==> src/rtl/text_buf_arbiter_pkg.sv <==
// Shared definitions for the text-display character buffer: host FSM encoding
// and default buffer geometry.
package text_buf_arbiter_pkg;

  localparam int ADDR_W_DEF   = 11;
  localparam int DATA_W_DEF   = 8;
  localparam int MAX_WAIT_DEF = 64;

  typedef enum logic [1:0] {
    H_IDLE  = 2'd0,
    H_ISSUE = 2'd1,
    H_WAIT  = 2'd2,
    H_ACK   = 2'd3
  } host_state_e;

endpackage

==> src/rtl/text_buf_arbiter_disp_fetch_pipe.sv <==
// Display fetch tracker: follows each display request through the one-cycle
// RAM read and registers the returned character three cycles after the request.
module text_buf_arbiter_disp_fetch_pipe
  import text_buf_arbiter_pkg::*;
#(
  parameter int DATA_W = DATA_W_DEF
) (
  input  logic              CLK,
  input  logic              RST_n,
  input  logic              disp_req,
  input  logic [DATA_W-1:0] mem_rdata,
  output logic              disp_valid,
  output logic [DATA_W-1:0] disp_data
);

  logic              s1_r;
  logic              s2_r;
  logic              valid_r;
  logic [DATA_W-1:0] data_r;

  // s1 marks the RAM access cycle, s2 the cycle the RAM data is on mem_rdata
  always_ff @(posedge CLK) begin
    if (!RST_n) begin
      s1_r    <= 1'b0;
      s2_r    <= 1'b0;
      valid_r <= 1'b0;
      data_r  <= {DATA_W{1'b0}};
    end else begin
      s1_r    <= disp_req;
      s2_r    <= s1_r;
      valid_r <= s2_r;
      if (s2_r) begin
        data_r <= mem_rdata;
      end
    end
  end

  assign disp_valid = valid_r;
  assign disp_data  = data_r;

endmodule

==> src/rtl/text_buf_arbiter.sv <==
// Character-buffer RAM arbiter: display fetches take every slot they ask for,
// the host is served in free slots and flags starvation when kept waiting.
module text_buf_arbiter
  import text_buf_arbiter_pkg::*;
#(
  parameter int ADDR_W   = ADDR_W_DEF,
  parameter int DATA_W   = DATA_W_DEF,
  parameter int MAX_WAIT = MAX_WAIT_DEF
) (
  input  logic              CLK,
  input  logic              RST_n,
  input  logic              disp_req,
  input  logic [ADDR_W-1:0] disp_addr,
  output logic              disp_valid,
  output logic [DATA_W-1:0] disp_data,
  input  logic              host_req,
  input  logic              host_we,
  input  logic [ADDR_W-1:0] host_addr,
  input  logic [DATA_W-1:0] host_wdata,
  output logic              host_ack,
  output logic [DATA_W-1:0] host_rdata,
  output logic              host_starved,
  output logic              mem_en,
  output logic              mem_we,
  output logic [ADDR_W-1:0] mem_addr,
  output logic [DATA_W-1:0] mem_wdata,
  input  logic [DATA_W-1:0] mem_rdata
);

  localparam int                CNT_W = $clog2(MAX_WAIT + 2);
  localparam logic [CNT_W-1:0]  SAT_C = CNT_W'(MAX_WAIT + 1);
  localparam logic [CNT_W-1:0]  LIM_C = CNT_W'(MAX_WAIT);

  host_state_e       state_r, state_nxt_s;
  logic              grant_s;
  logic [CNT_W-1:0]  wait_r, wait_nxt_s;
  logic              starved_r;
  logic              op_we_r;
  logic              host_ack_r;
  logic [DATA_W-1:0] host_rdata_r;
  logic              mem_en_r;
  logic              mem_we_r;
  logic [ADDR_W-1:0] mem_addr_r;
  logic [DATA_W-1:0] mem_wdata_r;

  // Host FSM next state; a grant only happens in a slot with no display request
  always_comb begin
    state_nxt_s = state_r;
    grant_s     = 1'b0;
    wait_nxt_s  = wait_r;
    case (state_r)
      H_IDLE: begin
        if (host_req && !disp_req) begin
          grant_s     = 1'b1;
          state_nxt_s = H_ISSUE;
          wait_nxt_s  = {CNT_W{1'b0}};
        end else if (host_req) begin
          wait_nxt_s = (wait_r == SAT_C) ? SAT_C : wait_r + CNT_W'(1);
        end else begin
          wait_nxt_s = wait_r;
        end
      end
      H_ISSUE: state_nxt_s = H_WAIT;
      H_WAIT:  state_nxt_s = H_ACK;
      H_ACK:   state_nxt_s = H_IDLE;
      default: state_nxt_s = H_IDLE;
    endcase
  end

  // State, wait counter, host handshake and RAM port registers
  always_ff @(posedge CLK) begin
    if (!RST_n) begin
      state_r      <= H_IDLE;
      wait_r       <= {CNT_W{1'b0}};
      starved_r    <= 1'b0;
      op_we_r      <= 1'b0;
      host_ack_r   <= 1'b0;
      host_rdata_r <= {DATA_W{1'b0}};
      mem_en_r     <= 1'b0;
      mem_we_r     <= 1'b0;
      mem_addr_r   <= {ADDR_W{1'b0}};
      mem_wdata_r  <= {DATA_W{1'b0}};
    end else begin
      state_r    <= state_nxt_s;
      wait_r     <= wait_nxt_s;
      starved_r  <= starved_r | (wait_nxt_s > LIM_C);
      host_ack_r <= (state_r == H_WAIT);
      if (grant_s) begin
        op_we_r <= host_we;
      end
      if (state_r == H_WAIT && !op_we_r) begin
        host_rdata_r <= mem_rdata;
      end
      mem_en_r <= disp_req | grant_s;
      mem_we_r <= grant_s & host_we;
      if (disp_req) begin
        mem_addr_r <= disp_addr;
      end else if (grant_s) begin
        mem_addr_r  <= host_addr;
        mem_wdata_r <= host_wdata;
      end
    end
  end

  text_buf_arbiter_disp_fetch_pipe #(
    .DATA_W (DATA_W)
  ) u_disp_pipe (
    .CLK        (CLK),
    .RST_n      (RST_n),
    .disp_req   (disp_req),
    .mem_rdata  (mem_rdata),
    .disp_valid (disp_valid),
    .disp_data  (disp_data)
  );

  assign host_ack     = host_ack_r;
  assign host_rdata   = host_rdata_r;
  assign host_starved = starved_r;
  assign mem_en       = mem_en_r;
  assign mem_we       = mem_we_r;
  assign mem_addr     = mem_addr_r;
  assign mem_wdata    = mem_wdata_r;

endmodule

==> config.mk <==
export PLATFORM = sky130hd
export DESIGN_NAME = text_buf_arbiter
export DESIGN_NICKNAME = d
export VERILOG_FILES = /design/src/rtl/text_buf_arbiter_pkg.sv /design/src/rtl/text_buf_arbiter_disp_fetch_pipe.sv /design/src/rtl/text_buf_arbiter.sv
export SDC_FILE = /design/constraint.sdc
export NUM_CORES = 1
export LEC_CHECK = 0
export CAP_MARGIN = 5
export CORE_ASPECT_RATIO = 1.4
export CORE_UTILIZATION = 38
export CTS_BUF_LIST = sky130_fd_sc_hd__clkbuf_8
export CTS_CLUSTER_SIZE = 12
export DETAILED_ROUTE_END_ITERATION = 8
export PLACE_DENSITY = 0.75
export SYNTH_ARGS = -nofsm -noshare
export SYNTH_HDL_FRONTEND = slang
export SYNTH_HIERARCHICAL = 1
export SYNTH_SLANG_ARGS = --single-unit
==> constraint.sdc <==
create_clock -name CLK -period 6.31 [get_ports CLK]
set_input_delay 1.262 -clock CLK [delete_from_list [all_inputs] [get_ports CLK]]
set_output_delay 1.262 -clock CLK [all_outputs]
set_load 0.1 [all_outputs]
# Yosys cells after proc, flatten, opt, wreduce, memory -nomap -nowiden
# Index checks and enable logic that the tools add are counted.
dict set report op_classes {
  n_addsub 1
  eq_ne 5
  magnitude_cmp 1
  bitwise 4
  n_reduce_logical 7
  muxes 10
}
# op count
set op_table {}
lappend op_table {{7-bit two-way mux} 4}
lappend op_table {{11-bit two-way mux} 2}
lappend op_table {{2-bit one-hot mux with 4 select lines} 1}
lappend op_table {{7-bit by 1-bit adder with 7-bit output, second input constant} 1}
lappend op_table {{7-bit == test, second input constant} 1}
lappend op_table {{7-bit > comparator, second input constant} 1}
lappend op_table {{2-bit == test, second input constant} 2}
lappend op_table {{2-bit by 1-bit == test with 1-bit output, second input constant} 1}
lappend op_table {{1-bit logical AND} 2}
lappend op_table {{1-bit logical NOT} 2}
lappend op_table {{2-bit logical NOT} 1}
lappend op_table {{1-bit two-way mux} 2}
lappend op_table {{2-bit two-way mux} 1}
lappend op_table {{2-bit != test, second input constant} 1}
lappend op_table {{1-bit bitwise OR} 2}
lappend op_table {{2-bit AND reduction} 1}
lappend op_table {{2-bit nonzero test} 1}
lappend op_table {{1-bit AND} 1}
lappend op_table {{1-bit NOT} 1}
dict set report totals {
  elab_cells 42
  output_inout_bits 40
  input_bits 43
  register_bits 52
}

# Depth between registers and ports, before layout
# Gate-level depths: netlist (run 1).
dict set report logic_depth {
  word_depth 7
  ltp_mapped 9
  depth_no_buf 7
}

# Cells and area by module
# Netlist (run 1), hierarchy kept.
# mod instances cells_each area_each_um2 seq_area_each_um2
set modules_own_cells {}
lappend modules_own_cells {text_buf_arbiter 1 207 1849.3 820.8}
lappend modules_own_cells {text_buf_arbiter_disp_fetch_pipe 1 32 385.4 220.2}

# Worst setup path after synthesis (run 1)
# Ideal clock, no wire load.
dict set report synth_timing {
  kind {input port to flip-flop}
  from {input port host_req}
  to {register starved_r (netlist: host_starved)}
  setup_slack_ns 3.564
  t_required_ns 6.188
  setup_ns 0.122
  n_path_buf 0
  cell_stages 5
  arrival_ns 2.624
  cell_sequence {and3_1 -> a31o_2 -> and3_1 -> or4_1 -> a221o_1}
}
dict set report synth_between {
  elab_chain_len 5
  word_cells_on_any_way 6
  classes_between {order compare (1); mux (3); bitwise (1); reduce/logical (1)}
}
# element line
set synth_rtl {}
lappend synth_rtl {{from (decl)} text_buf_arbiter.sv:16} ;# input logic host_req,
lappend synth_rtl {{7-bit two-way mux or 1-bit logical AND (tied branches)} {text_buf_arbiter.sv:57, text_buf_arbiter.sv:53}}
lappend synth_rtl {{7-bit two-way mux (*)} text_buf_arbiter.sv:53} ;# if (host_req && !disp_req) begin
lappend synth_rtl {{7-bit two-way mux (*)} text_buf_arbiter.sv:51} ;# case (state_r)
lappend synth_rtl {{7-bit > comparator (*)} text_buf_arbiter.sv:86} ;# starved_r <= starved_r | (wait_nxt_s > LIM_C);
lappend synth_rtl {{1-bit bitwise OR (*)} text_buf_arbiter.sv:86}
lappend synth_rtl {{to (signal assigned)} text_buf_arbiter.sv:86}
lappend synth_rtl {{to (decl)} text_buf_arbiter.sv:37} ;# logic starved_r;
# Every way passes the cells marked *; elsewhere a longest branch is shown, timed or not.
# A chain may end at the register's enable or synchronous reset.

# Final worst setup path (run 1)
dict set report layout_timing {
  from {input port disp_req}
  to {register starved_r (netlist: host_starved)}
}
dict set report layout_between {
  elab_chain_len 6
}
# element line
set layout_rtl {}
lappend layout_rtl {{from (decl)} text_buf_arbiter.sv:12} ;# input logic disp_req,
lappend layout_rtl {{1-bit logical NOT} text_buf_arbiter.sv:53}
lappend layout_rtl {{1-bit logical AND} text_buf_arbiter.sv:53}
lappend layout_rtl {{7-bit two-way mux} text_buf_arbiter.sv:53}
lappend layout_rtl {{7-bit two-way mux} text_buf_arbiter.sv:51}
lappend layout_rtl {{7-bit > comparator} text_buf_arbiter.sv:86}
lappend layout_rtl {{1-bit bitwise OR} text_buf_arbiter.sv:86}
# No other way between the ends.

==> results of run 1 <==
-- metrics by stage --
stage | hold slack [ps] | instances
after global routing | 466 | 383
after CTS | 453 | 383
after global placement | 415 | 375
after floorplan | 412 | 239
after detailed placement | 429 | 375
final | 449 | 383
-- cells in the mapped netlist, drive strengths merged, types with 2 or more instances --
cell type / n
a21boi: 13
nand3: 5
clkbuf: 10
nand2: 36
and2: 20
and3: 3
a221o: 2
buf: 5
nor2: 4
inv: 4
ha: 5
o21a: 2
a21oi: 2
nor2b: 17
nand4: 4
mux2i: 27
dfxtp: 52
o21ai: 14
-- flip-flops by register name, summed over array words and instances (netlist names) --
signal,count
host_starved,1
mem_wdata,8
u_disp_pipe/disp_valid,1
mem_addr,11
host_ack,1
mem_we,1
wait_r,7
u_disp_pipe/disp_data,8
state_r,2
op_we_r,1
u_disp_pipe/s2_r,1
host_rdata,8
u_disp_pipe/s1_r,1
mem_en,1
-- metal layers --
metal,track usage,vias up
li1,-,964
met1,0.182,823
met2,0.288,70
met3,0.0406,8
met4,0.0674,0
met5,0,-
-- cell usage in the layout, fill, tap and decap left out, types with 3 or more instances in the layout --
cell type        instances
clkdlybuf4s50_1         82
dfxtp_1                 52
nand2_1                 36
mux2i_1                 27
and2_1                  19
nor2b_1                 17
o21ai_0                 14
a21boi_0                13
clkbuf_8                 6
inv_1                    5
nand3_1                  5
ha_1                     5
nor2_1                   4
nand4_1                  4
and3_1                   3
-- worst register-to-register path, delay by kind of cell (launching register included) --
family / cells / cell delay [ps]
simple gates: 4 / 1660
fa+ha+maj: 1 / 390
flops: 1 / 320
compound gates: 1 / 320
buf+inv: 1 / 100
-- path summary, 6_finish.rpt --
check	startpoint	end	slack, ps	cells after the start
setup / recovery	disp_req	host_starved	2660	5
hold / removal	u_disp_pipe/s1_r	u_disp_pipe/s2_r	450	1
setup reg to reg	state_r[0]	host_starved	3420	7
hold reg to reg	u_disp_pipe/s1_r	u_disp_pipe/s2_r	450	1
-- area by class of cell --
type	instances	area (µm²)	share of cell area
Timing Repair Buffer	83	828	0.261
Sequential cell	52	1040	0.329
Multi-Input combinational cell	168	1100	0.349
Clock inverter	2	11.3	0.00355
Clock buffer	6	82.6	0.0261
Tap cell	68	85.1	0.0269
Inverter	4	15.0	0.00474
-- power groups by stage --
stage	Sequential (W)	Combinational [W]	Clock [W]
6_report	0.000385	0.000425	0.000194
5_1_grt	0.000390	0.000455	0.000214
4_1_cts	0.000386	0.000428	0.000202
3_5_place_dp	0.000393	0.000428	0
3_3_place_gp	0.000393	0.000422	0
2_1_floorplan	0.000576	0.000145	0
-- cell families (layout without fill, tap and decap cells) --
family / Yosys count / count (layout) / synth area share
AOI/OAI and AO/OA: 39 / 39 / 0.118
adders and majority gates: 5 / 5 / 0.0280
buffers and inverters: 19 / 95 / 0.0398
DFF: 52 / 52 / 0.466
muxes: 27 / 27 / 0.121
and+or+nand+nor: 97 / 97 / 0.227
==> results by group, run 1 <==
Floorplan
  – Total I/O pin count: between 80 and 90
  – Die H: 92.7 µm
  – Die area: about 6200 µm²
  – Die X: 66.8 µm
  – Core area: 5610 µm²
  – Starting Density: 0.399
  – Row cnt: 32

Clocking
  – Cts bufs inserted: 5
  – CTS tree: done
  – Hold Buf Count CTS: 0
  – Clock Path Buffers: 2
  – Clk sinks: 52
  – Worst-skew pair later-pin latency: ~300 ps
  – H-Tree Depth: 2
  – CTS resizes: 0
  – CTS Root Cell: clkbuf_8
  – Clock-pin slew on the worst setup and hold paths: around 90 ps
  – Post-CTS setup buffer count: 0

Synth
  – Yosys top cell area share: 0.466
  – Synth cell types: 35
  – Post-synth EDFFs: 0
  – Register area share after synthesis: 0.466
  – Post-Syn Nets: between 200 and 300
  – Post-Synthesis Cells: 239
  – Most used DFF post-synth: dfxtp_1
  – Post-Syn Area: 2230 µm²
  – Syn_area_per_cell: 9.35 µm²
  – Yosys reg bits: 52
  – Warnings from Yosys: 6
  – Area leader, netlist: dfxtp_1
  – Synth top area cells: dfxtp_1, mux2i_1, nand2_1
  – Asr flop ratio synth: 0

Detailed routing
  – Drt first pass iters: 4
  – Detailed Route Iter0 Violations: 67
  – Top layer in use: met4
  – Final wirelength: 4740 µm
  – Antenna-violating nets left: 0
  – Avg WL per Cell: 12.4 µm
  – Met3 WL: between 300 and 400 µm
  – Metal2 WL: 2390 µm
  – Post-route DRC: 0
  – Vias per std cell: ~5
  – Routed metal-1 wire length: between 1500 and 2000 µm
  – Vias after detailed routing: approximately 1900

Layout
  – # nets final: 362
  – Diode count: 0
  – Design area: 3170 µm²
  – Fillers: 539
  – Util after Layout: 0.565
  – Synthesis-to-layout area growth: 41.8%
  – Layout cell share with drive strength beyond 1: 0.0317

Power
  – Clock share of power: 0.193
  – Pleak: ~1.2 nW
  – Psw: between 0.0004 and 0.0005 W
  – PwrDens: approximately 320 nW/µm²
  – Sequential power share: 0.384
  – Combinational share of power: 0.423
  – Net Sw Frac: 0.418
  – Total power: 0.00100 W
  – Worst VDD drop: roughly 0.16 mV
  – P_int: just under 0.0006 W

Placed design
  – Post-DP HPWL: 3330 µm
  – I/O Buffers: 82
  – Placed inst area: 3070 µm²
  – Pre-CTS setup slack: 2310 ps
  – GPL Wtd Cong: 0.889

Setup path
  – Type of origin of the critical path: input pin
  – Arrival time worst endpoint: 3850 ps
  – Critical Path, Cell by Cell: clkdlybuf4s50_1, nand3b_1, and3_1, or4_1, a221o_1
  – CP max FO: 31
  – Crit-path slowest cell: clkdlybuf4s50_1
  – Worst Path Buf+Inv: 1
  – WS Path Type: in2reg
  – Slowest stage delay, CP: 850 ps
  – Crit end category: flip-flop
  – Worst endpoint required time: approximately 6500 ps
  – Crit path max-delay family: simple AND/OR/NAND/NOR gates

Global route
  – Largest net degree at the start of global routing: 54
  – Vias in the first global route: 1813
  – Initial antenna violation count: 0
  – GRT Total Usage: 0.164
  – First-pass GRT wire length: 7800 µm
  – Total grt overflow: 0

STA
  – Worst slew margin: 0.345
  – Max Transition Viols Final: 0
  – Worst slew pin tran: 980 ps
  – Final setup vio count: 0
  – Unrepaired setup endpoints after global routing: no
  – Fmax: 274 MHz
  – Final setup TNS: 0 ps
  – Fin. Hold Viols: 0
  – Final worst slack: 2660 ps
  – Post-layout min period: 3650 ps
  – Layout Skew: about 3.3 ps
  – Fin crit share: 0.579

Run
  – Maxcap violations: 0

Worst hold path
  – Worst Hold Class: reg2reg

Outcome
  – Outcome: finished, final reports clean
Note: power is estimated with default switching activity, not from simulation.
==> run 2: changes to the inputs <==
==> constraint.sdc (replaced) <==
create_clock -name CLK -period 3.6 [get_ports CLK]
set_input_delay 0.72 -clock CLK [delete_from_list [all_inputs] [get_ports CLK]]
set_output_delay 0.72 -clock CLK [all_outputs]
set_load 0.1 [all_outputs]
==> run 2 against run 1 <==
Worst setup slack worse by 1700 ps. Critical path depth unchanged. Sequential power is 75% higher. Cell count rose by 1.0%. Core utilization is 0.78 points higher. Via count rose by 2.1%. Clock power increased by 98%. Critical path type unchanged. First-iteration DRC count fell by 37%. Largest power group unchanged. Critical endpoint unchanged.
==> results by group, run 2 (synthesized netlist as in run 1, its figures left out) <==
Power
  – Worst VDD drop: 0.257 mV (was 0.157 mV)
  – Net Sw Frac: 0.405 (was 0.418)
  – PwrDens: 566 nW/µm² (was 317 nW/µm²)
  – Psw: 0.000737 W (was 0.000420 W)
  – Clock share of power: 0.212 (was 0.193)
  – Sequential power share: 0.371 (was 0.384)
  – Pleak: 1.21 nW (was 1.18 nW)
  – P_int: 0.00108 W (was 0.000584 W)
  – Combinational share of power: 0.417 (was 0.423)

Placed design
  – Placed Cells: 379 (was 375)
  – Pre-CTS setup slack: 632 ps (was 2310 ps)
  – I/O Buffers: 82 (unchanged)
  – Post-DP HPWL: 3480 µm (was 3330 µm)
  – GPL Wtd Cong: 0.841 (was 0.889)

Setup path
  – Arrival time worst endpoint: 2820 ps (was 3850 ps)
  – Critical Path, Cell by Cell: clkdlybuf4s50_1, nand3b_1, and3_1, or4_1, a221o_1 (unchanged)
  – Worst endpoint required time: 3790 ps (was 6510 ps)
  – Crit-path slowest cell: clkdlybuf4s50_1 (unchanged)
  – Crit end category: flip-flop (unchanged)
  – WS Path Type: in2reg (unchanged)
  – CP max FO: 11 (was 31)
  – Worst Path Buf+Inv: 1 (unchanged)
  – Crit path max-delay family: simple AND/OR/NAND/NOR gates (unchanged)
  – Type of origin of the critical path: input pin (unchanged)
  – Slowest stage delay, CP: 530 ps (was 850 ps)

Layout
  – Multi-input gate area: 1100 µm² (unchanged)
  – Util after Layout: 0.573 (was 0.565)
  – Commonest non-fill, non-tap cells in the layout: clkdlybuf4s50_1, dfxtp_1, nand2_1 (unchanged)
  – Fillers: 523 (was 539)
  – # nets final: 366 (was 362)
  – Most common cell after layout, fill and taps aside: clkdlybuf4s50_1 (unchanged)
  – Diode count: 0 (unchanged)
  – Synthesis-to-layout area growth: 43.7% (was 41.8%)
  – Non-Filler Instances: 387 (was 383)
  – Sequential cell area: 1040 µm² (unchanged)
  – Layout cell share with drive strength beyond 1: 0.0439 (was 0.0317)
  – Largest register FFs: 11 (unchanged)

Clocking
  – CTS resizes: 0 (unchanged)
  – CTS tree: done (unchanged)
  – Worst-skew pair later-pin latency: 300 ps (about the same)
  – Clock Path Buffers: 2 (unchanged)
  – CTS Root Cell: clkbuf_8 (unchanged)
  – Clk sinks: 52 (unchanged)
  – H-Tree Depth: 2 (unchanged)
  – Hold Buf Count CTS: 0 (unchanged)
  – Cts bufs inserted: 5 (unchanged)
  – Clock-pin slew on the worst setup and hold paths: 90 ps (about the same)
  – Post-CTS setup buffer count: 0 (unchanged)

STA
  – Final setup TNS: 0 ps (unchanged)
  – Unrepaired setup endpoints after global routing: no (unchanged)
  – Layout Skew: 5.89 ps (was 3.32 ps)
  – Final setup vio count: 0 (unchanged)
  – Worst slew margin: 0.338 (was 0.345)
  – Max Transition Viols Final: 0 (unchanged)
  – Fin crit share: 0.732
  – Post-layout min period: 2630 ps
  – Worst slew pin tran: 991 ps (was 980 ps)
  – Final worst slack: 966 ps (was 2660 ps)
  – Fin. Hold Viols: 0 (unchanged)
  – Fin Hold WS: 438 ps (was 449 ps)
  – Fmax: about 380 MHz

Run
  – Maxcap violations: 0 (unchanged)

Detailed routing
  – Drt first pass iters: 4 (unchanged)
  – Vias after detailed routing: 1904 (was 1865)
  – Routed metal-1 wire length: 2090 µm (was 1940 µm)
  – Post-route DRC: 0 (unchanged)
  – Top layer in use: met4 (unchanged)
  – Avg WL per Cell: 12.3 µm (was 12.4 µm)
  – Met3 WL: 282 µm (was 323 µm)
  – Antenna-violating nets left: 0 (unchanged)
  – Final wirelength: 4780 µm (was 4740 µm)
  – Detailed Route Iter0 Violations: 42 (was 67)
  – Metal2 WL: 2350 µm (was 2390 µm)
  – Vias per std cell: 4.92 (was 4.87)

Global route
  – Largest net degree at the start of global routing: 25 (was 54)
  – First-pass GRT wire length: 7730 µm (was 7800 µm)
  – Vias in the first global route: 1788 (was 1813)
  – Initial antenna violation count: 0 (unchanged)
  – Total grt overflow: 0 (unchanged)
  – GRT Total Usage: 0.159 (was 0.164)

Floorplan
  – Starting Density: 0.399 (unchanged)
  – Total I/O pin count: 83 (unchanged)
  – Die H: 92.7 µm (unchanged)
  – Core area: 5610 µm² (unchanged)
  – Row cnt: 32 (unchanged)
  – Die area: 6200 µm² (unchanged)
  – Die X: 66.8 µm (unchanged)

Worst hold path
  – Worst Hold Class: reg2reg (unchanged)

Outcome
  – Outcome: finished, final reports clean (unchanged)
-- run 2: cell count changes in the layout (fill, tap and decap cells not counted) --
| cell | before | now |
|---|---|---|
| bufinv_16 | 0 | 1 |
| clkinv_2 | 0 | 1 |
| buf_4 | 1 | 5 |
| clkbuf_8 | 6 | 5 |
| clkinvlp_4 | 1 | 0 |
-- run 2: worst register-to-register path: stages (launching register included) --
cell	delay (ps)
dfxtp_1	320
inv_1	90
ha_1	390
nand3b_1	400
and3_1	300
or4_1	490
a221o_1	320
-- run 2: power groups by stage --
stage / combinational (W) / clock [W] / sequential [W]
after floorplan: 0.000254 / 0 / 0.00101
after global placement: 0.000751 / 0 / 0.000687
after detailed placement: 0.000760 / 0 / 0.000688
after CTS: 0.000762 / 0.000402 / 0.000676
after global routing: 0.000806 / 0.000422 / 0.000683
final: 0.000757 / 0.000385 / 0.000675
-- run 2: final cells by class --
cell class	count	area share
multi-input cells	168	0.344
inverters	4	0.00467
clock inverters	3	0.0121
clock buffers	5	0.0214
repair buffers	87	0.267
well taps	68	0.0265
flip-flops and latches	52	0.324
-- run 2: layer usage --
layer / track usage / vias up
met4: 0.0567 / 0
met2: 0.280 / 65
met1: 0.177 / 870
li1: - / 962
met3: 0.0443 / 7
met5: 0 / -
-- run 2: final timing paths --
| path | end | depth (start not counted) | start | slack [ps] |
|---|---|---|---|---|
| max | host_starved | 5 | disp_req | 970 |
| min | u_disp_pipe/s2_r | 1 | u_disp_pipe/s1_r | 440 |
| max reg2reg | host_starved | 6 | state_r[0] | 1180 |
| min reg2reg | u_disp_pipe/s2_r | 1 | u_disp_pipe/s1_r | 440 |
-- run 2: through the flow --
stage                     cell area, µm²  total power [W]
after floorplan                     2230          0.00126
after CTS                           3210          0.00184
after global placement              3100          0.00144
final                               3210          0.00182
after global routing                3210          0.00191
after detailed placement            3100          0.00145
==> run 3: changes to the inputs <==
--- a/config.mk
+++ b/config.mk
@@ -11,7 +11,7 @@
 export CTS_BUF_LIST = sky130_fd_sc_hd__clkbuf_8
 export CTS_CLUSTER_SIZE = 12
 export DETAILED_ROUTE_END_ITERATION = 8
-export PLACE_DENSITY = 0.75
+export PLACE_DENSITY = 0.78
 export SYNTH_ARGS = -nofsm -noshare
 export SYNTH_HDL_FRONTEND = slang
 export SYNTH_HIERARCHICAL = 1
==> constraint.sdc (replaced) <==
create_clock -name CLK -period 2.3 [get_ports CLK]
set_input_delay 0.46 -clock CLK [delete_from_list [all_inputs] [get_ports CLK]]
set_output_delay 0.46 -clock CLK [all_outputs]
set_load 0.1 [all_outputs]
==> run 3 against run 2 <==
Clock power up 69%. Register-to-register slack worse by 1000 ps. Design area down 0.27%. First-iteration DRC count up 57%. Combinational power up 62%. Core utilization down 0.16 points. Non-clock buffer count up 10. Die area unchanged. Cell count up 2.6%. Critical endpoint unchanged.
==> results by group, run 3 (synthesized netlist as in run 1, its figures left out) <==
Detailed routing
  – Detailed Route Iter0 Violations: 66 (was 42)
  – Avg WL per Cell: 12.1 µm (was 12.3 µm)
  – Final wirelength: 4790 µm (was 4780 µm)
  – Vias after detailed routing: 1941 (was 1904)
  – Drt first pass iters: 4 (unchanged)
  – Antenna-violating nets left: 0 (unchanged)
  – Post-route DRC: 0 (unchanged)
  – Vias per std cell: 4.89 (was 4.92)

Layout
  – # nets final: 376 (was 366)
  – Diode count: 0 (unchanged)
  – Sequential cell area: 1040 µm² (unchanged)
  – Most common cell after layout, fill and taps aside: buf_4 (was clkdlybuf4s50_1)
  – Synthesis-to-layout area growth: 43.3% (was 43.7%)
  – Layout cell share with drive strength beyond 1: 0.201 (was 0.0439)
  – Fillers: 517 (was 523)
  – Commonest non-fill, non-tap cells in the layout: buf_4, dfxtp_1, clkdlybuf4s50_1 (was clkdlybuf4s50_1, dfxtp_1, nand2_1)
  – Largest register FFs: 11 (unchanged)
  – Multi-input gate area: 1110 µm² (was 1100 µm²)

Power
  – PwrDens: 914 nW/µm² (was 566 nW/µm²)
  – Worst VDD drop: 0.442 mV (was 0.257 mV)
  – Pleak: 1.33 nW (was 1.21 nW)

Setup path
  – Arrival time worst endpoint: 2350 ps (was 2820 ps)
  – Flop2flop setup slack: 170 ps (was 1180 ps)
  – Worst reg2reg path depth: 6 (unchanged)
  – Crit end category: flip-flop (unchanged)
  – Worst endpoint required time: 2490 ps (was 3790 ps)
  – Type of origin of the critical path: input pin (unchanged)
  – Reg2Reg Launch Point: wait_r[1] (was state_r[0])
  – End of the worst register-to-register path: host_starved (unchanged)
  – CP max FO: 4 (was 11)
  – WS Path Type: in2reg (unchanged)

STA
  – Layout Skew: 8.81 ps (was 5.89 ps)
  – Fmax: 462 MHz
  – Fin. Hold Viols: 0 (unchanged)
  – Worst slew margin: 0.660 (was 0.338)
  – Worst slew pin tran: 509 ps (was 991 ps)
  – Post-layout min period: roughly 2200 ps
  – Fin crit share: 0.940
  – Final worst slack: 137 ps (was 966 ps)
  – Unrepaired setup endpoints after global routing: no (unchanged)
  – Final setup vio count: 0 (unchanged)
  – Max Transition Viols Final: 0 (unchanged)
  – Final setup TNS: 0 ps (unchanged)

Clocking
  – H-Tree Depth: 2 (unchanged)
  – Hold Buf Count CTS: 0 (unchanged)
  – Cts bufs inserted: 5 (unchanged)
  – Clock-pin slew on the worst setup and hold paths: 100 ps (was 90 ps)
  – Clock Path Buffers: 2 (unchanged)
  – CTS tree: done (unchanged)
  – CTS Root Cell: clkbuf_8 (unchanged)
  – Clk sinks: 52 (unchanged)
  – Worst-skew pair later-pin latency: 300 ps (about the same)
  – Post-CTS setup buffer count: 0 (unchanged)

Placed design
  – Post-DP HPWL: 3520 µm (was 3480 µm)
  – Pre-CTS setup slack: -185 ps (was 632 ps)
  – GPL Wtd Cong: 0.827 (was 0.841)
  – I/O Buffers: 82 (unchanged)

Global route
  – First-pass GRT wire length: 8090 µm (was 7730 µm)
  – GRT Total Usage: 0.167 (was 0.159)
  – Initial antenna violation count: 0 (unchanged)
  – Vias in the first global route: 1816 (was 1788)
  – Largest net degree at the start of global routing: 30 (was 25)
  – Total grt overflow: 0 (unchanged)

Worst hold path
  – Hold Crit Depth: 1 (unchanged)
  – Min-delay src: u_disp_pipe/s1_r (unchanged)
  – Worst Hold Class: reg2reg (unchanged)
  – Hold path endpoint: u_disp_pipe/s2_r (unchanged)

Floorplan
  – Core area: 5610 µm² (unchanged)
  – Die area: 6200 µm² (unchanged)
  – Die H: 92.7 µm (unchanged)
  – Die X: 66.8 µm (unchanged)
  – Total I/O pin count: 83 (unchanged)
  – Row cnt: 32 (unchanged)
  – Starting Density: 0.399 (unchanged)

Run
  – Maxcap violations: 0 (unchanged)

Outcome
  – Outcome: finished, final reports clean (unchanged)
-- run 3: layout make-up --
| type | instances | area share |
|---|---|---|
| multi-input cells | 168 | 0.346 |
| inverters | 4 | 0.00469 |
| clock buffers | 6 | 0.0258 |
| clock inverters | 2 | 0.0121 |
| well taps | 68 | 0.0266 |
| flip-flops and latches | 52 | 0.325 |
| repair buffers | 97 | 0.260 |
-- run 3: metrics by stage --
stage | total power (W) | cell area, µm² | cells | utilization | hold slack (ps)
6_report | 0.00293 | 3200 | 397 | 0.571 | 442
5_1_grt | 0.00308 | 3200 | 397 | 0.571 | 478
4_1_cts | 0.00296 | 3200 | 397 | 0.571 | 448
2_1_floorplan | 0.00198 | 2230 | 239 | - | 412
3_3_place_gp | 0.00229 | 3080 | 389 | 0.549 | 417
3_5_place_dp | 0.00230 | 3080 | 389 | 0.549 | 422
-- run 3: routing by layer --
metal / share of wire / global-route usage
met5: 0 / 0
met2: 0.50 / 0.297
met1: 0.43 / 0.192
met3: 0.064 / 0.0419
met4: 0.011 / 0.0461
-- run 3: worst max-delay path by stage --
stage	start	end	slack, ps	cells past startpoint
2_1_floorplan	state_r[0]	host_starved	250	8
3_3_place_gp	host_req	host_starved	-150	6
3_5_place_dp	host_req	host_starved	-190	6
4_1_cts	state_r[0]	host_starved	150	7
5_1_grt	host_req	host_starved	50	7
6_report	host_req	host_starved	140	6
-- run 3: report_power, final --
part	switching (W)	internal (W)
logic	0.000825	0.000402
registers	0.0000548	0.000996
clock network	0.000295	0.000356
-- run 3: critical path, stage by stage --
cell and delay (ps):
clkdlybuf4s50_1 450, and3_1 210, a31o_2 230, and3_1 180, or4_1 490, a221o_1 320
-- run 3: repair_timing --
action,in CTS,in global routing
setup endpoints to repair,0,1
resized for setup,0,1
endpoints found under the hold margin,0,0
